`src/rtl/instr_mem_loader.sv`:
```
// instr_mem_loader
//   Streams a program, one byte at a time, into a 32-bit instruction memory.
//   The core is held in reset while loading and released after the last word.
//   Bytes are packed little-endian: the first byte of a word lands in bits[7:0].
//
// Ports
//   clk, rst_n          clock, asynchronous active-low reset
//   start, len          load request and word count (sampled only in IDLE)
//   s_data, s_valid     incoming byte stream
//   s_ready             loader accepts a byte this cycle
//   mem_we, mem_addr,
//   mem_wdata           instruction-memory write port (byte address, word aligned)
//   cpu_rst_n           core reset, low while the core must be held
//   busy, done, err     status: loading, one-cycle completion pulse, sticky bad length
//   dbg_state           current FSM state, for observation only
//
// Handshake: a byte transfers on every rising edge where s_valid and s_ready
// are both 1. s_ready does not depend on s_valid, and s_data only needs to be
// stable while s_valid is 1.
module instr_mem_loader #(
    parameter int DEPTH = 128,
    parameter int LEN_W = 8
) (
    input  logic             clk,
    input  logic             rst_n,
    input  logic             start,
    input  logic [LEN_W-1:0] len,
    input  logic [7:0]       s_data,
    input  logic             s_valid,
    output logic             s_ready,
    output logic             mem_we,
    output logic [31:0]      mem_addr,
    output logic [31:0]      mem_wdata,
    output logic             cpu_rst_n,
    output logic             busy,
    output logic             done,
    output logic             err,
    output logic [1:0]       dbg_state
);

    typedef enum logic [1:0] {
        IDLE  = 2'd0,
        RECV  = 2'd1,
        WRITE = 2'd2,
        DONE  = 2'd3
    } state_t;

    localparam logic [LEN_W:0] DEPTH_W = (LEN_W+1)'(DEPTH);

    state_t           state;
    logic [LEN_W-1:0] len_q;
    logic [LEN_W-1:0] word_idx;
    logic [1:0]       byte_cnt;
    logic [23:0]      wbuf;       // first three bytes of the word being assembled

    logic             len_zero;
    logic             len_over;
    logic [LEN_W:0]   idx_next;   // one bit wider so the final increment cannot wrap

    assign len_zero  = (len == '0);
    assign len_over  = ({1'b0, len} > DEPTH_W);
    assign idx_next  = {1'b0, word_idx} + {{LEN_W{1'b0}}, 1'b1};
    assign dbg_state = state;

    always_ff @(posedge clk or negedge rst_n) begin
        if (!rst_n) begin
            state     <= IDLE;
            len_q     <= '0;
            word_idx  <= '0;
            byte_cnt  <= '0;
            wbuf      <= '0;
            s_ready   <= 1'b0;
            mem_we    <= 1'b0;
            mem_addr  <= '0;
            mem_wdata <= '0;
            cpu_rst_n <= 1'b0;
            busy      <= 1'b0;
            done      <= 1'b0;
            err       <= 1'b0;
        end else begin
            // Pulsed outputs fall back to 0 unless a branch below raises them.
            done   <= 1'b0;
            mem_we <= 1'b0;

            case (state)
                IDLE: begin
                    if (start) begin
                        if (len_over) begin
                            // Refuse the request; the core reset is left as it was.
                            err <= 1'b1;
                        end else if (len_zero) begin
                            state     <= DONE;
                            done      <= 1'b1;
                            cpu_rst_n <= 1'b1;
                        end else begin
                            len_q     <= len;
                            word_idx  <= '0;
                            byte_cnt  <= '0;
                            err       <= 1'b0;
                            cpu_rst_n <= 1'b0;
                            s_ready   <= 1'b1;
                            busy      <= 1'b1;
                            state     <= RECV;
                        end
                    end
                end

                RECV: begin
                    // s_ready is always 1 here, so s_valid alone marks a transfer.
                    if (s_valid) begin
                        byte_cnt <= byte_cnt + 2'd1;
                        if (byte_cnt == 2'd3) begin
                            mem_wdata <= {s_data, wbuf};
                            mem_addr  <= {{(30-LEN_W){1'b0}}, word_idx, 2'b00};
                            mem_we    <= 1'b1;
                            s_ready   <= 1'b0;
                            state     <= WRITE;
                        end else begin
                            wbuf[{byte_cnt, 3'b000} +: 8] <= s_data;
                        end
                    end
                end

                WRITE: begin
                    word_idx <= idx_next[LEN_W-1:0];
                    if (idx_next == {1'b0, len_q}) begin
                        busy      <= 1'b0;
                        done      <= 1'b1;
                        cpu_rst_n <= 1'b1;
                        state     <= DONE;
                    end else begin
                        s_ready <= 1'b1;
                        state   <= RECV;
                    end
                end

                DONE: begin
                    state <= IDLE;
                end

                default: begin
                    state <= IDLE;
                end
            endcase
        end
    end

endmodule

```
`config.mk`:
```
export PLATFORM = sky130hd
export DESIGN_NAME = instr_mem_loader
export DESIGN_NICKNAME = d
export VERILOG_FILES = /design/src/rtl/instr_mem_loader.sv
export SDC_FILE = /design/constraint.sdc
export NUM_CORES = 1
export LEC_CHECK = 0
export ABC_AREA = 1
export CORE_MARGIN = 1.5
export CORE_UTILIZATION = 38
export CTS_CLUSTER_SIZE = 40
export DETAILED_ROUTE_END_ITERATION = 10
export PLACE_DENSITY = 0.61
export SYNTH_ARGS = -nofsm -noshare
export SYNTH_HDL_FRONTEND = slang
export SYNTH_SLANG_ARGS = --single-unit
```
`constraint.sdc`:
```
create_clock -name clk -period 4.38 [get_ports clk]
set_clock_uncertainty 0.1 [all_clocks]
set_input_delay 0.438 -clock clk [delete_from_list [all_inputs] [get_ports clk]]
set_output_delay 0.438 -clock clk [all_outputs]
set_load 0.05 [all_outputs]
```
### Word level (Yosys, flattened, before mapping)

Cells that the tools add are included.

* logic and storage cells: 90
* input bits: 20
* register bits: 90

* multiplexer cells: 40
* reduce and logical (&&, ||, !) cells: 15
* order comparisons: 1
* equality and inequality tests: 13
* shift-type cells: 2
* bitwise logic cells: 3
* add/subtract/negate cells: 3

Operators by type and width (count)
* 24-bit bitwise mux: 1
* 8-bit two-way mux: 3
* 8-bit by 7-bit variable shift with 24-bit output, first input constant: 1
* 8-bit by 7-bit indexed part select with 24-bit output: 1
* 2-bit two-way mux: 10
* 1-bit two-way mux: 19
* 8-bit case mux with 2 select lines: 1
* 4-bit AND reduction: 4
* 2-bit inequality test, second input constant: 7
* 5-bit AND reduction: 2
* 8-bit by 1-bit adder with 9-bit output, second input constant: 1
* 9-bit by 8-bit == test with 1-bit output: 1
* 3-bit AND reduction: 3
* 8-bit > comparator, second input constant: 1
* 8-bit logical NOT: 1
* 2-bit case mux with 4 select lines: 1
* 5-bit negation with 7-bit output: 1
* 7-bit AND reduction: 1
* 2-bit == test, second input constant: 3
* 1-bit case mux with 2 select lines: 3
* 2-bit case mux with 2 select lines: 1
* 2-bit nonzero test: 2
* 1-bit NOT: 3
* 1-bit case mux with 3 select lines: 1
* 5 further kinds: 5

### Depth between registers and ports, before layout

Gate-level depths: netlist of run 1.

* word-level depth: 5
* mapped depth: 15

### Worst setup path before layout of run 1

Ideal clock, no wire load.

* path kind: reg2reg
* start point: register state[1], in the netlist dbg_state[1]
* end point: register mem_wdata[4]
* required time: 4.160 ns
* clock period less this slack: 1.979 ns
* buffers on the path: 2
* setup time: 0.120 ns
* cell stages (with the launch flop): 12
* slack: 2.401 ns
* arrival: 1.759 ns
* cells stage by stage: dfrtp_1 nor2_2 nand2_4 o21ai_4 nor2_4 inv_4 nor2_8 inv_8 buf_12 buf_12 nand2_1 o21ai_2

* longest elaborated chain between the ends: 2

RTL lines
* start, declared: RTL line 50 `state_t state;`
* start signal, assigned: RTL line 67 `state <= IDLE;`
* start signal, assigned: RTL line 92 `state <= DONE;`
* start signal, assigned: RTL line 103 `state <= RECV;`
* 2-bit by 1-bit == test with 1-bit output: RTL line 85 `case (state)`
* 3-bit AND reduction (no source line)
* end signal, assigned: RTL line 113 `mem_wdata <= {s_data, wbuf};`
* end, declared: RTL line 33 `output logic [31:0] mem_wdata,`

No other way between the ends.
A chain may end at the register's enable or synchronous reset.

### Final worst setup path of run 1

* start point: register state[1], in the netlist dbg_state[1]
* end point: output port dbg_state[1]

RTL lines
* end, declared: RTL line 38 `output logic [1:0] dbg_state`

No word-level cell between the ends.

==> results by group, run 1 <==
Synth
  – Yosys reg bits: 90
  – Yosys Warn Count: 0
  – Fraction of registers with async set or reset after synthesis: 100.0%
  – Post-synthesis sequential area ratio: 51.96%
  – Top_reg_cell synth: dfrtp_1
  – Number of flops mapped to enable cells by yosys: 0
  – Netlist cell types: 32
  – Mapped Area: 0.004334 mm²
  – Avg Inst Size Synth: 9.086 µm²
  – Cells after Synth: 477

Power
  – Clock power frac: 18.7%
  – Comb pwr share: 49.7%
  – Peak VDD IR: 431.2 µV
  – Sequential share of power: 31.7%
  – Static Leakage: 2.457 nW
  – Power Dens Cells: 829.8 mW/mm²
  – Net Sw Power: 2.041 mW
  – Internal: 2.341 mW
  – Sw Ratio: 46.57%

Clocking
  – Root Driver: clkbuf_16
  – Post-CTS Setup Repair Bufs: 0
  – Post-CTS Hold Buffers: 0
  – Maximum clock insertion buffer count: 2
  – Clock sinks: 90
  – Cts repair resizes: 0
  – Worst-Skew Late Latency: 350 ps
  – CTS clock-pin slew for the worst setup and hold paths: 60 ps
  – Number of CTS-inserted buffers: 9
  – TritonCTS clock tree: built
  – Htree depth: 3

Timing
  – Maximum clock rate: 440.0 MHz
  – Max-slew headroom: 25.03%
  – Final min period: 2273 ps
  – Period Utilization, post-route: 51.88%
  – Final-report setup violation count: 0
  – Final Hold Viols: 0
  – Measured slew at the worst slew-check pin: 1125 ps
  – Final setup TNS: 0 ps
  – Slew Limit Fails: 0
  – RSZ-0062 raised after global routing: no

Route
  – Initial DRC count: 174
  – Antenna-violating nets left: 0
  – Vias/cell: 4.726
  – Drt pass-1 iters: 4
  – DR vias: 3247
  – DRC Markers: 0
  – Routed length per instance: 12.80 µm
  – Total wire length: 8793 µm

Worst setup path
  – Worst setup path startpoint: dbg_state[1]$_DFFE_PN0P_
  – CP max FO: 7
  – CP cell instances: clkdlybuf4s50_1
  – Critical Path RT: 3840 ps
  – Worst r2r path cells: 6
  – Reg-to-Reg Start: byte_cnt[0]$_DFFE_PN0P_
  – Worst reg2reg endpoint: wbuf[1]$_DFFE_PN0P_
  – CP endpoint kind: output port
  – Endpoint arrival time on the critical path: 1730 ps
  – Reg2Reg Setup Slack: 2160 ps
  – CP Launch Type: register
  – Buf+Inv Stages, Crit Path: 1
  – WS Path Type: reg2out
  – Slowest cell on the critical path: clkdlybuf4s50_1
  – Max stage delay on crit path: 870 ps
  – CP delay by family, top: buffers and inverters

Global route
  – Vias in the first global route: 3236
  – GRT Total Usage: 16.28%
  – Pin count of the biggest net entering global routing: 91
  – Initial antenna violation count: 0
  – Total grt overflow: 0
  – First-pass GRT wire length: 14890 µm

Floorplanning
  – # IOs: 92
  – Rows: 38
  – Die height: 109.8 µm
  – Initial Utilization: 39.46%
  – Core ar.: 0.01098 mm²
  – Die Area: 0.01205 mm²
  – Chip width: 109.8 µm

Cells and area
  – Area Growth Syn to Fin: 21.85%
  – Sequential cell area: 0.002252 mm²
  – Layout cells sized above 1: 11.88%
  – N_diodes: 0
  – Multi-input logic area: 0.001593 mm²
  – Nets@finish: 568
  – Filler cell count: 1091
  – Final Util: 48.09%

Place
  – Buffers on Ports: 67
  – Gpl congestion: 0.8149
  – HPWL Detailed: 6057 µm

Job
  – Maxcap violations: 0

Worst hold path
  – Hold WC Path Type: in2async

Status
  – Status: finished, final reports clean
## cells in the mapped netlist, types with 6 or more instances
cell     instances  area [µm²]
o21ai_2         15       131.4
dfrtp_1         90        2252
ha_1             6       75.07
nand4_1         10       62.56
o21ai_1         17       85.08
buf_4           27       202.7
nand3_1         32       160.2
o21ai_0         43       215.2
o22ai_1          6       37.54
nand2_1         92       345.3
nand2_2         14       87.58
inv_1           67       251.5
nor2_1          19       71.32
## cell families (layout without fill, tap and decap cells)
group / count (synthesis) / in the layout / synth area share [%]
adders and majority gates: 6 / 6 / 1.732
buffers and inverters: 107 / 154 / 13.28
AOI/OAI and AO/OA: 85 / 85 / 11.58
other: 1 / 24 / 0.08652
xor gates and xnor gates: 1 / 1 / 0.2021
and+or+nand+nor: 187 / 187 / 21.16
DFF: 90 / 90 / 51.96
## how the worst max path moves through the flow
stage                                to  slack, ps  depth (start not counted)
6_report                   dbg_state[1]       2110                          1
2_1_floorplan  mem_wdata[4]$_DFFE_PN0P_       2400                         11
3_3_place_gp       len_q[4]$_DFFE_PN0P_       2130                         10
3_5_place_dp       len_q[4]$_DFFE_PN0P_       2040                         10
5_1_grt             wbuf[3]$_DFFE_PN0P_       1900                          6
4_1_cts                    dbg_state[1]       2110                          1
## layout by cell type (no fill, tap or decap)
| cell type | n |
|---|---|
| clkinvlp_4 | 1 |
| bufinv_16 | 1 |
| inv_4 | 1 |
| dfrtp_1 | 90 |
| nor2_4 | 5 |
| clkdlybuf4s50_1 | 66 |
| nor2_8 | 1 |
| inv_1 | 67 |
| inv_8 | 1 |
| a31oi_1 | 1 |
| nand3b_1 | 4 |
| nand2_2 | 14 |
| ha_1 | 6 |
| nand3_1 | 32 |
| nor2_1 | 19 |
| nand2_1 | 92 |
| clkbuf_16 | 9 |
| a21oi_1 | 2 |
| clkbuf_8 | 3 |
| o22ai_1 | 6 |
| nand2_4 | 3 |
| o21ai_4 | 1 |
| o21ai_0 | 43 |
| nor2_2 | 4 |
| xnor2_1 | 1 |
| nand4_1 | 10 |
| conb_1 | 24 |
| inv_2 | 2 |
| buf_4 | 1 |
| clkbuf_1 | 1 |
| clkinv_4 | 1 |
| nor3_1 | 1 |
| o21ai_1 | 17 |
| o21ai_2 | 15 |
| nand3_2 | 2 |
## power groups by stage
stage	combinational, mW	clock [mW]	sequential [mW]
detailed placement	2.19	0	1.40
floorplan	0.937	0	2.06
finish	2.18	0.818	1.39
CTS	2.20	0.842	1.39
global placement	2.17	0	1.39
global route	2.39	0.871	1.43
## per-stage QoR
stage	power (mW)	hold slack (ps)	area, µm²	instances	worst slack [ps]
global route	4.691	328.8	5281	687	1901
floorplan	2.995	42.41	4420	500	2401
global placement	3.553	357.8	4965	671	2125
finish	4.382	196.9	5281	687	2107
detailed placement	3.592	365.3	4965	671	2042
CTS	4.433	261.7	5281	687	2106
## layer usage
| layer | share of wire [%] | vias to the layer above | global-route usage, % | wire length [µm] |
|---|---|---|---|---|
| met1 | 46 | 1555 | 19.97 | 4022 |
| met4 | 0.99 | 0 | 5.473 | 87 |
| li1 | - | 1603 | - | - |
| met5 | 0 | - | 0 | 0 |
| met3 | 5.3 | 10 | 5.453 | 467 |
| met2 | 48 | 79 | 26.84 | 4215 |
## state kept, by name (all words and copies together), names as in the netlist
register	flops
mem_wdata	32
wbuf	24
len_q	8
mem_addr	8
word_idx	8
byte_cnt	2
dbg_state	2
busy	1
cpu_rst_n	1
done	1
err	1
mem_we	1
s_ready	1
## cell type report
type	instances	area share, %
clock buffer	13	5.117
multi-input combinational	303	30.16
clock inverter	3	0.8766
timing repair buffer	67	12.65
sequential	90	42.64
tap	140	3.317
inverter	71	5.236
No activity file was read; power rests on OpenSTA's default activity.
==> run 2, diff against run 1 <==
Clock period 4.38 ns to 2.31 ns, I/O delays scaled along.
==> run 2 against run 1 <==
Clock power is 88% higher. Total power rose by 91%. Critical path depth is the same. Largest cell class unchanged.
==> results by group, run 2 (synthesis results as in run 1) <==
Clocking
  – Maximum clock insertion buffer count: 2
  – Worst-Skew Late Latency: 330 ps
  – CTS clock-pin slew for the worst setup and hold paths: 70 ps
  – Cts repair resizes: 0
  – TritonCTS clock tree: built
  – Htree depth: 3
  – Clock sinks: 90
  – Number of CTS-inserted buffers: 9
  – Root Driver: clkbuf_16

Floorplanning
  – # IOs: 92
  – Core ar.: 0.01098 mm²
  – Die height: 109.8 µm
  – Die Area: 0.01205 mm²
  – Chip width: 109.8 µm
  – Initial Utilization: 39.46%
  – Rows: 38

Power
  – Net Sw Power: 3.940 mW
  – Sequential share of power: 31.4%
  – Power Dens Cells: 1565 mW/mm²
  – Sw Ratio: 47.18%
  – Peak VDD IR: 698.5 µV
  – Internal: 4.411 mW
  – Clock power frac: 18.5%
  – Static Leakage: 2.490 nW
  – Comb pwr share: 50.1%

Cells and area
  – Nets@finish: 573
  – Most frequent cells in the layout: nand2_1 (92), dfrtp_1 (90), inv_1 (67)
  – N_diodes: 0
  – Sequential cell area: 0.002252 mm²
  – Max reg flops: 32
  – Largest regs: mem_wdata: 32 flops, wbuf: 24 flops
  – Multi-input logic area: 0.001593 mm²
  – Commonest non-fill, non-tap cell in the layout: nand2_1
  – Layout cells sized above 1: 12.68%
  – Area Growth Syn to Fin: 23.15%
  – Biggest register: mem_wdata
  – Post-route insts no fill: 692
  – Filler cell count: 1106
  – Final Util: 48.60%

Route
  – DRC Markers: 0
  – Routed length per instance: 12.86 µm
  – Vias/cell: 4.639
  – Antenna-violating nets left: 0
  – DR vias: 3210
  – Initial DRC count: 171
  – Drt pass-1 iters: 4
  – Total wire length: 8901 µm

Worst setup path
  – Reg-to-Reg Start: word_idx[1]$_DFFE_PN0P_
  – Buf+Inv Stages, Crit Path: 1
  – Worst r2r path cells: 9
  – Critical Path RT: 1980 ps
  – WS Path Type: reg2out
  – CP delay by family, top: buffers and inverters
  – Worst reg2reg endpoint: dbg_state[1]$_DFFE_PN0P_
  – CP endpoint kind: output port
  – CP cell instances: clkdlybuf4s50_1
  – Endpoint arrival time on the critical path: 1710 ps
  – CP Launch Type: register
  – Reg2Reg Setup Slack: 370 ps
  – Slowest cell on the critical path: clkdlybuf4s50_1
  – WP depth: 1
  – CP max FO: 7
  – Max stage delay on crit path: 870 ps

Timing
  – Max-slew headroom: 63.87%
  – Final-report setup violation count: 0
  – Final min period: 2041 ps
  – Final Hold Viols: 0
  – Period Utilization, post-route: 88.34%
  – RSZ-0062 raised after global routing: no
  – Final setup TNS: 0 ps
  – Maximum clock rate: 490.0 MHz
  – Measured slew at the worst slew-check pin: 540.3 ps
  – Hold slack: 222.7 ps
  – Slew Limit Fails: 0

Place
  – Gpl congestion: 0.8312
  – Placed cell count: 675
  – Buffers on Ports: 67
  – HPWL Detailed: 6429 µm

Global route
  – Pin count of the biggest net entering global routing: 79
  – First-pass GRT wire length: 15040 µm
  – Vias in the first global route: 3183
  – Initial antenna violation count: 0
  – Total grt overflow: 0
  – GRT Total Usage: 16.08%

Status
  – Status: finished, final reports clean

Job
  – Maxcap violations: 0

Worst hold path
  – Hold WC Path Type: in2async
==> run 2: cell types whose count changed in the layout (fill, tap and decap cells not counted), sizes merged <==
cell and delta:
buf +4, clkbuf -4, clkinv +2, clkinvlp -1, dlygate4sd3 +1, inv +3
==> run 2: what timing repair did <==
| action | CTS | global route |
|---|---|---|
| hold buffers | 1 | 0 |
| endpoints found under the hold margin | 18 | 0 |
| buffers inserted | 0 | 0 |
==> run 2: area by class of cell <==
type	instances	share of cell area [%]
clock buffer	9	4.219
clock inverter	7	1.782
inverter	71	5.180
multi-input combinational	303	29.84
sequential	90	42.19
tap	140	3.282
timing repair buffer	72	13.50
==> run 2: worst max-delay path by stage <==
stage	endpoint	start	slack, ps
after floorplan	mem_wdata[4]$_DFFE_PN0P_	dbg_state[1]$_DFFE_PN0P_	330
final	dbg_state[1]	dbg_state[1]$_DFFE_PN0P_	270
after global routing	s_ready$_DFFE_PN0P_	word_idx[1]$_DFFE_PN0P_	50
after CTS	dbg_state[1]	dbg_state[1]$_DFFE_PN0P_	250
after global placement	len_q[4]$_DFFE_PN0P_	len[2]	380
after detailed placement	len_q[4]$_DFFE_PN0P_	len[2]	280
==> run 2: power by group through the flow <==
stage / registers, mW / logic, mW / clock network [mW]
5_1_grt: 2.71 / 4.56 / 1.66
2_1_floorplan: 3.90 / 1.78 / 0
4_1_cts: 2.63 / 4.23 / 1.58
6_report: 2.62 / 4.19 / 1.54
3_3_place_gp: 2.64 / 4.15 / 0
3_5_place_dp: 2.66 / 4.22 / 0
==> run 2: routing by layer <==
metal  track usage (%)  up-vias  part of all wire, %
li1                  -     1615                    -
met1             20.94     1521                   47
met2             26.13       66                   48
met3             3.853        8                  4.2
met4             5.566        0                 0.88
met5                 0        -                    0
==> run 2: per-stage QoR <==
| stage | cell area, µm² | setup slack, ps | power (mW) |
|---|---|---|---|
| 2_1_floorplan | 4420 | 331.1 | 5.680 |
| 3_3_place_gp | 5007 | 377.0 | 6.794 |
| 3_5_place_dp | 5007 | 281.4 | 6.874 |
| 4_1_cts | 5338 | 252.7 | 8.450 |
| 5_1_grt | 5338 | 46.74 | 8.928 |
| 6_report | 5338 | 269.3 | 8.351 |
